File: src/rtl/cmd_burst_fifo.sv
// Ordered command/write-data FIFO for the DDR command path. Write bursts can be
// held back from the pop side until every beat is stored (packet mode).
module cmd_burst_fifo #(
  parameter int TYPE_WIDTH  = 2,
  parameter int ADDR_WIDTH  = 27,
  parameter int BRST_WIDTH  = 6,
  parameter int DATA_WIDTH  = 128,
  parameter int MASK_WIDTH  = 16,
  parameter int DEPTH       = 16,
  parameter int PACKET_MODE = 1,
  parameter int AFULL_LVL   = DEPTH - 2
) (
  input  logic                    clk,
  input  logic                    rst,
  input  logic                    io_push_valid,
  output logic                    io_push_ready,
  input  logic [TYPE_WIDTH-1:0]   io_push_cmd_type,
  input  logic [ADDR_WIDTH-1:0]   io_push_addr,
  input  logic [BRST_WIDTH-1:0]   io_push_burst_cnt,
  input  logic [DATA_WIDTH-1:0]   io_push_wt_data,
  input  logic [MASK_WIDTH-1:0]   io_push_wt_mask,
  output logic                    io_pop_valid,
  input  logic                    io_pop_ready,
  output logic [TYPE_WIDTH-1:0]   io_pop_cmd_type,
  output logic [ADDR_WIDTH-1:0]   io_pop_addr,
  output logic [BRST_WIDTH-1:0]   io_pop_burst_cnt,
  output logic [DATA_WIDTH-1:0]   io_pop_wt_data,
  output logic [MASK_WIDTH-1:0]   io_pop_wt_mask,
  output logic                    io_pop_last,
  output logic [$clog2(DEPTH):0]  level,
  output logic                    almost_full,
  output logic                    burst_pending,
  output logic                    err_burst
);

  localparam int PW = $clog2(DEPTH);
  localparam logic [TYPE_WIDTH-1:0] T_IDE = '0;
  localparam logic [TYPE_WIDTH-1:0] T_WT  = TYPE_WIDTH'(2);
  localparam logic [PW:0]           PTR_ONE  = (PW+1)'(1);
  localparam logic [BRST_WIDTH-1:0] BEAT_ONE = BRST_WIDTH'(1);

  typedef enum logic {P_IDLE, P_BURST} pstate_t;

  // Handshake: a beat moves on a side only in a cycle where valid && ready.
  logic [TYPE_WIDTH-1:0] mem_type [DEPTH];
  logic [ADDR_WIDTH-1:0] mem_addr [DEPTH];
  logic [BRST_WIDTH-1:0] mem_brst [DEPTH];
  logic [DATA_WIDTH-1:0] mem_data [DEPTH];
  logic [MASK_WIDTH-1:0] mem_mask [DEPTH];
  logic                  mem_last [DEPTH];

  pstate_t               state;
  logic [PW:0]           wr_ptr, cmt_ptr, rd_ptr;
  logic [BRST_WIDTH-1:0] blen, beat;
  logic                  per_beat;

  logic full, has_data, push_fire, store, pop_fire;
  logic is_wt, start_burst, oversize, st_last, commit;
  logic [PW-1:0] wr_idx, rd_idx;

  assign wr_idx   = wr_ptr[PW-1:0];
  assign rd_idx   = rd_ptr[PW-1:0];
  assign full     = (wr_ptr == {~rd_ptr[PW], rd_ptr[PW-1:0]});
  assign has_data = (cmt_ptr != rd_ptr);

  assign io_push_ready = !rst && !full;
  assign io_pop_valid  = !rst && has_data;
  assign push_fire     = io_push_valid && io_push_ready;
  assign store         = push_fire && (io_push_cmd_type != T_IDE);
  assign pop_fire      = io_pop_valid && io_pop_ready;

  // A burst that can never fit is released beat by beat so the FIFO cannot lock up.
  always_comb begin
    is_wt       = (io_push_cmd_type == T_WT);
    start_burst = (state == P_IDLE) && is_wt && (io_push_burst_cnt != '0);
    oversize    = start_burst && (32'(io_push_burst_cnt) >= 32'(DEPTH));
    st_last     = (state == P_IDLE) ? !start_burst : (!is_wt || (beat == blen));
    commit      = store && (st_last || per_beat || oversize || (PACKET_MODE == 0));
  end

  always_ff @(posedge clk or posedge rst) begin
    if (rst) begin
      state     <= P_IDLE;
      wr_ptr    <= '0;
      cmt_ptr   <= '0;
      rd_ptr    <= '0;
      blen      <= '0;
      beat      <= '0;
      per_beat  <= 1'b0;
      err_burst <= 1'b0;
    end else begin
      if (pop_fire) rd_ptr <= rd_ptr + PTR_ONE;
      if (store) begin
        wr_ptr <= wr_ptr + PTR_ONE;
        if (commit) cmt_ptr <= wr_ptr + PTR_ONE;
        case (state)
          P_IDLE: begin
            if (start_burst) begin
              state    <= P_BURST;
              blen     <= io_push_burst_cnt;
              beat     <= BEAT_ONE;
              per_beat <= oversize;
              if (oversize) err_burst <= 1'b1;
            end
          end
          P_BURST: begin
            if (st_last) begin
              state    <= P_IDLE;
              per_beat <= 1'b0;
              if (!is_wt) err_burst <= 1'b1;
            end else begin
              beat <= beat + BEAT_ONE;
            end
          end
          default: state <= P_IDLE;
        endcase
      end
    end
  end

  always_ff @(posedge clk) begin
    if (store) begin
      mem_type[wr_idx] <= io_push_cmd_type;
      mem_addr[wr_idx] <= io_push_addr;
      mem_brst[wr_idx] <= io_push_burst_cnt;
      mem_data[wr_idx] <= io_push_wt_data;
      mem_mask[wr_idx] <= io_push_wt_mask;
      mem_last[wr_idx] <= st_last;
    end
  end

  assign io_pop_cmd_type  = mem_type[rd_idx];
  assign io_pop_addr      = mem_addr[rd_idx];
  assign io_pop_burst_cnt = mem_brst[rd_idx];
  assign io_pop_wt_data   = mem_data[rd_idx];
  assign io_pop_wt_mask   = mem_mask[rd_idx];
  assign io_pop_last      = io_pop_valid && mem_last[rd_idx];

  assign level         = wr_ptr - rd_ptr;
  assign almost_full   = (32'(level) >= 32'(AFULL_LVL));
  assign burst_pending = (state == P_BURST);

endmodule

File: config.mk
export PLATFORM = sky130hd
export DESIGN_NAME = cmd_burst_fifo
export DESIGN_NICKNAME = d
export VERILOG_FILES = /design/src/rtl/cmd_burst_fifo.sv
export SDC_FILE = /design/constraint.sdc
export NUM_CORES = 2
export LEC_CHECK = 0
export CORE_MARGIN = 2
export CORE_UTILIZATION = 45
export DETAILED_ROUTE_END_ITERATION = 6
export GPL_TIMING_DRIVEN = 0
export HOLD_SLACK_MARGIN = 0.1
export PLACE_DENSITY = 0.73
export SYNTH_ARGS = -nofsm -noshare
export SYNTH_HDL_FRONTEND = slang
export SYNTH_SLANG_ARGS = --single-unit
File: constraint.sdc
create_clock -name clk -period 23 [get_ports clk]
set_input_delay 4.6 -clock clk [delete_from_list [all_inputs] [get_ports clk]]
set_output_delay 4.6 -clock clk [all_outputs]
set_load 0.1 [all_outputs]
After elaboration in Yosys (flattened, before gate mapping)
Memories as Yosys holds them, arrays and structs flattened. Index checks and enable logic that the tools add are counted.

Register bits after elaboration: 30. Bits in writable memories: 2880. Input port bits: 183. Output and inout port bits: 190. Memories: 6.

Memory list: mem_data (depth 16, bits a word 128, read ports 1, clocked after Yosys merged registers in 0, write ports 1, line 48) `logic [DATA_WIDTH-1:0] mem_data [DEPTH];`; mem_addr (depth 16, bits a word 27, read ports 1, clocked after Yosys merged registers in 0, write ports 1, line 46) `logic [ADDR_WIDTH-1:0] mem_addr [DEPTH];`; mem_mask (depth 16, bits a word 16, read ports 1, clocked after Yosys merged registers in 0, write ports 1, line 49) `logic [MASK_WIDTH-1:0] mem_mask [DEPTH];`; mem_brst (depth 16, bits a word 6, read ports 1, clocked after Yosys merged registers in 0, write ports 1, line 47) `logic [BRST_WIDTH-1:0] mem_brst [DEPTH];`; mem_type (depth 16, bits a word 2, read ports 1, clocked after Yosys merged registers in 0, write ports 1, line 45) `logic [TYPE_WIDTH-1:0] mem_type [DEPTH];`; mem_last (depth 16, bits a word 1, read ports 1, clocked after Yosys merged registers in 0, write ports 1, line 50) `logic mem_last [DEPTH];`.

$add $sub $neg: 4. $lt $le $gt $ge: 2. Equal/unequal tests: 9. Multiplexer cells: 17. Bitwise gates (word level): 2. Reductions and logical operators: 24.

Operators with widths (count): 6-bit two-way mux (2); 6-bit one-hot mux with 2 select lines (1); 1-bit two-way mux (11); 5-bit by 1-bit adder with 5-bit output (second input constant) (2); 1-bit logical AND (10); 3-bit AND reduction (3); 2-bit inequality test (second input constant) (4); 6-bit by 1-bit adder with 6-bit output (second input constant) (1); 6-bit == test (1); 6-bit by 5-bit >= comparator with 1-bit output (second input constant) (1); 1-bit one-hot mux with 2 select lines (3); 6-bit nonzero test (1); 5-bit == test (1); 5-bit by 4-bit >= comparator with 1-bit output (second input constant) (1); 5-bit inequality test (1); 5-bit AND reduction (1); 5-bit subtractor (1); 1-bit zero test (4); 1-bit logical OR (3); 2-bit == test (second input constant) (1); 2-bit by 1-bit inequality test with 1-bit output (second input constant) (1); 1-bit inverter (2); 2-bit AND reduction (1); 2-bit nonzero test (1).

Longest topological paths before layout
Depth after elaboration: 9. Depth in mapped cells: 12.

Worst setup path before layout
No wires, ideal clock.

Path kind: in2out. From: input rst. To: output io_pop_last. Arrival: 7.058 ns. Path slack: 11.342 ns. Stages: 2. Buffers on the path: 0. Cells stage by stage: a41o_1 a211oi_1.

Longest elaborated chain between the ends: 3.

Ends and longest elaborated chain: start, declared (line 14) `input logic rst,`; 1-bit zero test (no source line); 1-bit logical AND (line 67) `assign io_pop_valid = !rst && has_data;`; 1-bit logical AND (line 137) `assign io_pop_last = io_pop_valid && mem_last[rd_idx];`; end, declared (line 29) `output logic io_pop_last,`.

No other way between the ends.

Final worst setup path
Ends and elaborated chain as after synthesis.

==> impl_metrics.py <==
metrics = {
    "clock_tree": {
        "cts-root-buf": "clkbuf_16",
        "post_cts_resized": 0,
        "path_clk_slew_ns": 0.06,
        "tritoncts": "done",
        "clk_path_buf_depth": 4,
        "htreeDepth": 5,
        "holdBufCountCts": 0,
        "clk_latency_ns": 0.95,
        "numCtsBuffers": 298,
        "postCtsSetupRepairBufs": 0,
        "cts.sinks": 2910,
    },
    "detailed_routing": {
        "detail_route.wl_per_cell_um": 29.7,
        "initialDrtViolationCount": 6704,
        "drc": 0,
        "ant_nets": 0,
        "via_per_inst": 5.91,
        "totalWireLength_mm": 277,
        "route.vias.total": 55100,
        "dr.pass1.iters": 6,
    },
    "sta": {
        "finalWorstSetupSlack_ns": 10.77,
        "tns_ns": 0,
        "max_slew_margin_pct": 5.23,
        "max_freq_mhz": 81.8,
        "worst_pin_slew_ns": 1.42,
        "min_period_ns": 12.23,
        "drv_slew": 0,
        "finalClockSkew_ns": 0.0546,
        "finalCritPeriodShare_pct": 53.2,
        "setup_viol": 0,
        "rsz0062_at_grt": "no",
        "hold_viol_final": 0,
    },
    "floorplanning": {
        "die_h_um": 501,
        "die_width_um": 501,
        "die-area_sq_um": 251000,
        "core_area_sq_um": 245000,
        "fp-row-count": 182,
        "ios": 373,
        "start_util_pct": 45.2,
    },
    "setup_path": {
        "cp-start-kind": "primary input",
        "cp_data_arrival_time_ns": 7.63,
        "endpoint_kind": "output port",
        "critPathKind": "primary input to output port",
        "worst-path-max-fanout": 4,
        "crit_required_ns": 18.40,
    },
    "logic_synthesis": {
        "synth-simple-area-share_pct": 3.78,
        "synth_warnings": 0,
        "avgSynthCellArea_sq_um": 21.6,
        "synth_compound_area_share_pct": 1.23,
        "syn_inst": 5146,
        "synth_xor_area_share_pct": 0.205,
        "synth.yosys.seq_area_share_pct": 78.6,
        "muxShareOfSynthArea_pct": 14.8,
        "synth_edf_count": 2880,
        "synth_seq_cells": 2910,
        "synth_fa_ha_area_share_pct": 0.131,
        "mappedNetlistNets": 5340,
        "ys_types": 54,
        "syn-cell-area_sq_um": 111000,
        "synth_top_family_by_area": "multiplexers",
        "synthArstFlopShare_pct": 1.03,
        "ys.flop_type": "edfxtp_1",
    },
    "placement": {
        "dp_slack_ns": 10.84,
        "place_congestion": 0.761,
        "dpl.cell_count": 8801,
        "dpl.hpwl_mm": 168,
        "io_buffers": 372,
    },
    "grt": {
        "grt_max_degree": 84,
        "grt_pass1_wl_mm": 396,
        "overflow": 0,
        "grt_util_all_layers_pct": 22.0,
        "antenna_found_initial": 66,
        "grt_pass1_vias": 56700,
    },
    "cells_and_area": {
        "final_cells": 9319,
        "fillCellCount": 18500,
        "post-route-util_pct": 52.8,
        "syn2layout_area_growth_pct": 16.8,
        "nets": 6075,
        "drive_gt1_share_pct": 22.1,
    },
    "run_status": {
        "status": "finished clean",
    },
    "flow_run": {
        "cap_violations": 0,
    },
    "power": {
        "p_leak_nw": 41.5,
        "power.density_nw_per_um2": 139,
        "finalPower_mw": 18.0,
        "peakVddDrop_v": 0.000153,
    },
    "min_path": {
        "worstHoldPathType": "flip-flop to flip-flop",
    },
}
-- final timing paths --
path	startpoint	end	slack, ns	depth (start not counted)
hold / removal	blen[1]	blen[1]	0.54	1
max in group asynchronous	rst	rd_ptr[0]	17.66	2
hold reg to reg	blen[1]	blen[1]	0.54	1
setup reg to reg	rd_ptr[2]	mem_data[5][73]	16.17	15
setup / recovery	rst	io_pop_last	10.77	4
min in group asynchronous	rst	wr_ptr[4]	4.61	2
-- critical path: stages --
cell and delay, ns:
clkdlybuf4s50_1 0.59, a41o_1 0.33, a211oi_1 0.81, clkdlybuf4s50_1 1.30
-- state kept, by name, indices dropped and copies added (netlist names) --
name,flops
wr_ptr,5
mem_addr,432
mem_data,2048
blen,6
mem_brst,96
burst_pending,1
err_burst,1
mem_mask,256
cmt_ptr,5
rd_ptr,5
mem_last,16
mem_type,32
beat,6
per_beat,1
-- area by class of cell --
class / count / area [sq um] / share of cell area, %
diodes: 23 / 57.6 / 0.0444
plain buffers: 287 / 1360 / 1.05
clock buffers: 363 / 7850 / 6.06
clock inverters: 132 / 1220 / 0.944
inverters: 11 / 51.3 / 0.0396
multi-input cells: 1938 / 22400 / 17.3
flip-flops and latches: 2910 / 87200 / 67.3
well taps: 3220 / 4030 / 3.11
repair buffers: 435 / 5380 / 4.15
-- through the flow --
step | hold WS (ns) | area, sq um
finish | 0.540 | 130000
CTS | 0.545 | 130000
floorplan | 0.481 | 111000
global placement | 0.491 | 119000
detailed placement | 0.521 | 120000
global route | 0.554 | 130000
-- cell families (layout without fill, tap and decap cells) --
family,Yosys count,count (layout)
multiplexers,734,734
buffers and inverters,298,1228
AO/OA/AOI/OAI,205,205
adder cells (fa/ha/maj),11,11
flip-flops,2910,2910
other,0,23
AND/OR/NAND/NOR,962,962
XOR/XNOR,26,26
-- cell usage in the layout (no fill, tap or decap), types with 7 or more instances in the layout --
master	n
ha_1	10
nand2_1	726
and3_1	181
a31oi_1	179
clkbuf_16	304
buf_1	26
clkbuf_1	185
diode_2	23
nor2_1	10
clkinv_1	56
nand3_1	11
clkinv_2	42
bufinv_16	23
clkbuf_2	8
buf_12	10
and2_4	15
dfrtp_1	30
mux2_4	11
buf_2	82
mux4_2	720
buf_16	53
edfxtp_1	2880
inv_1	7
xor2_1	13
xnor2_1	13
clkdlybuf4s50_1	372
buf_4	42
-- power by group --
| part | leakage, nW | switching [mW] | internal [mW] |
|---|---|---|---|
| logic | 10.7 | 5.10 | 2.20 |
| registers | 26.3 | 0.0576 | 6.05 |
| clock network | 4.44 | 1.91 | 2.67 |
| total | 41.5 | 7.07 | 10.9 |
-- synth_stat cells, drive strengths merged (5+ instances only) --
master	number	area, sq um
and3	181	1130
nand4	5	31.3
mux2	13	188
nand2	726	2730
edfxtp	2880	86500
a21oi	5	40.0
ha	10	125
mux4	720	16200
nand3	11	55.1
buf	151	835
xnor2	13	114
nor2	10	37.5
dfrtp	30	751
clkbuf	136	512
xor2	13	114
inv	11	43.8
a31oi	180	1140
and2	15	93.8
-- metal layers --
layer / GRT usage, % / routed length, um
met1: 29.1 / 106000
met2: 36.0 / 137000
met3: 4.55 / 24400
met4: 8.48 / 10000
met5: 0 / 230
Power figures use the tool's default switching activity.
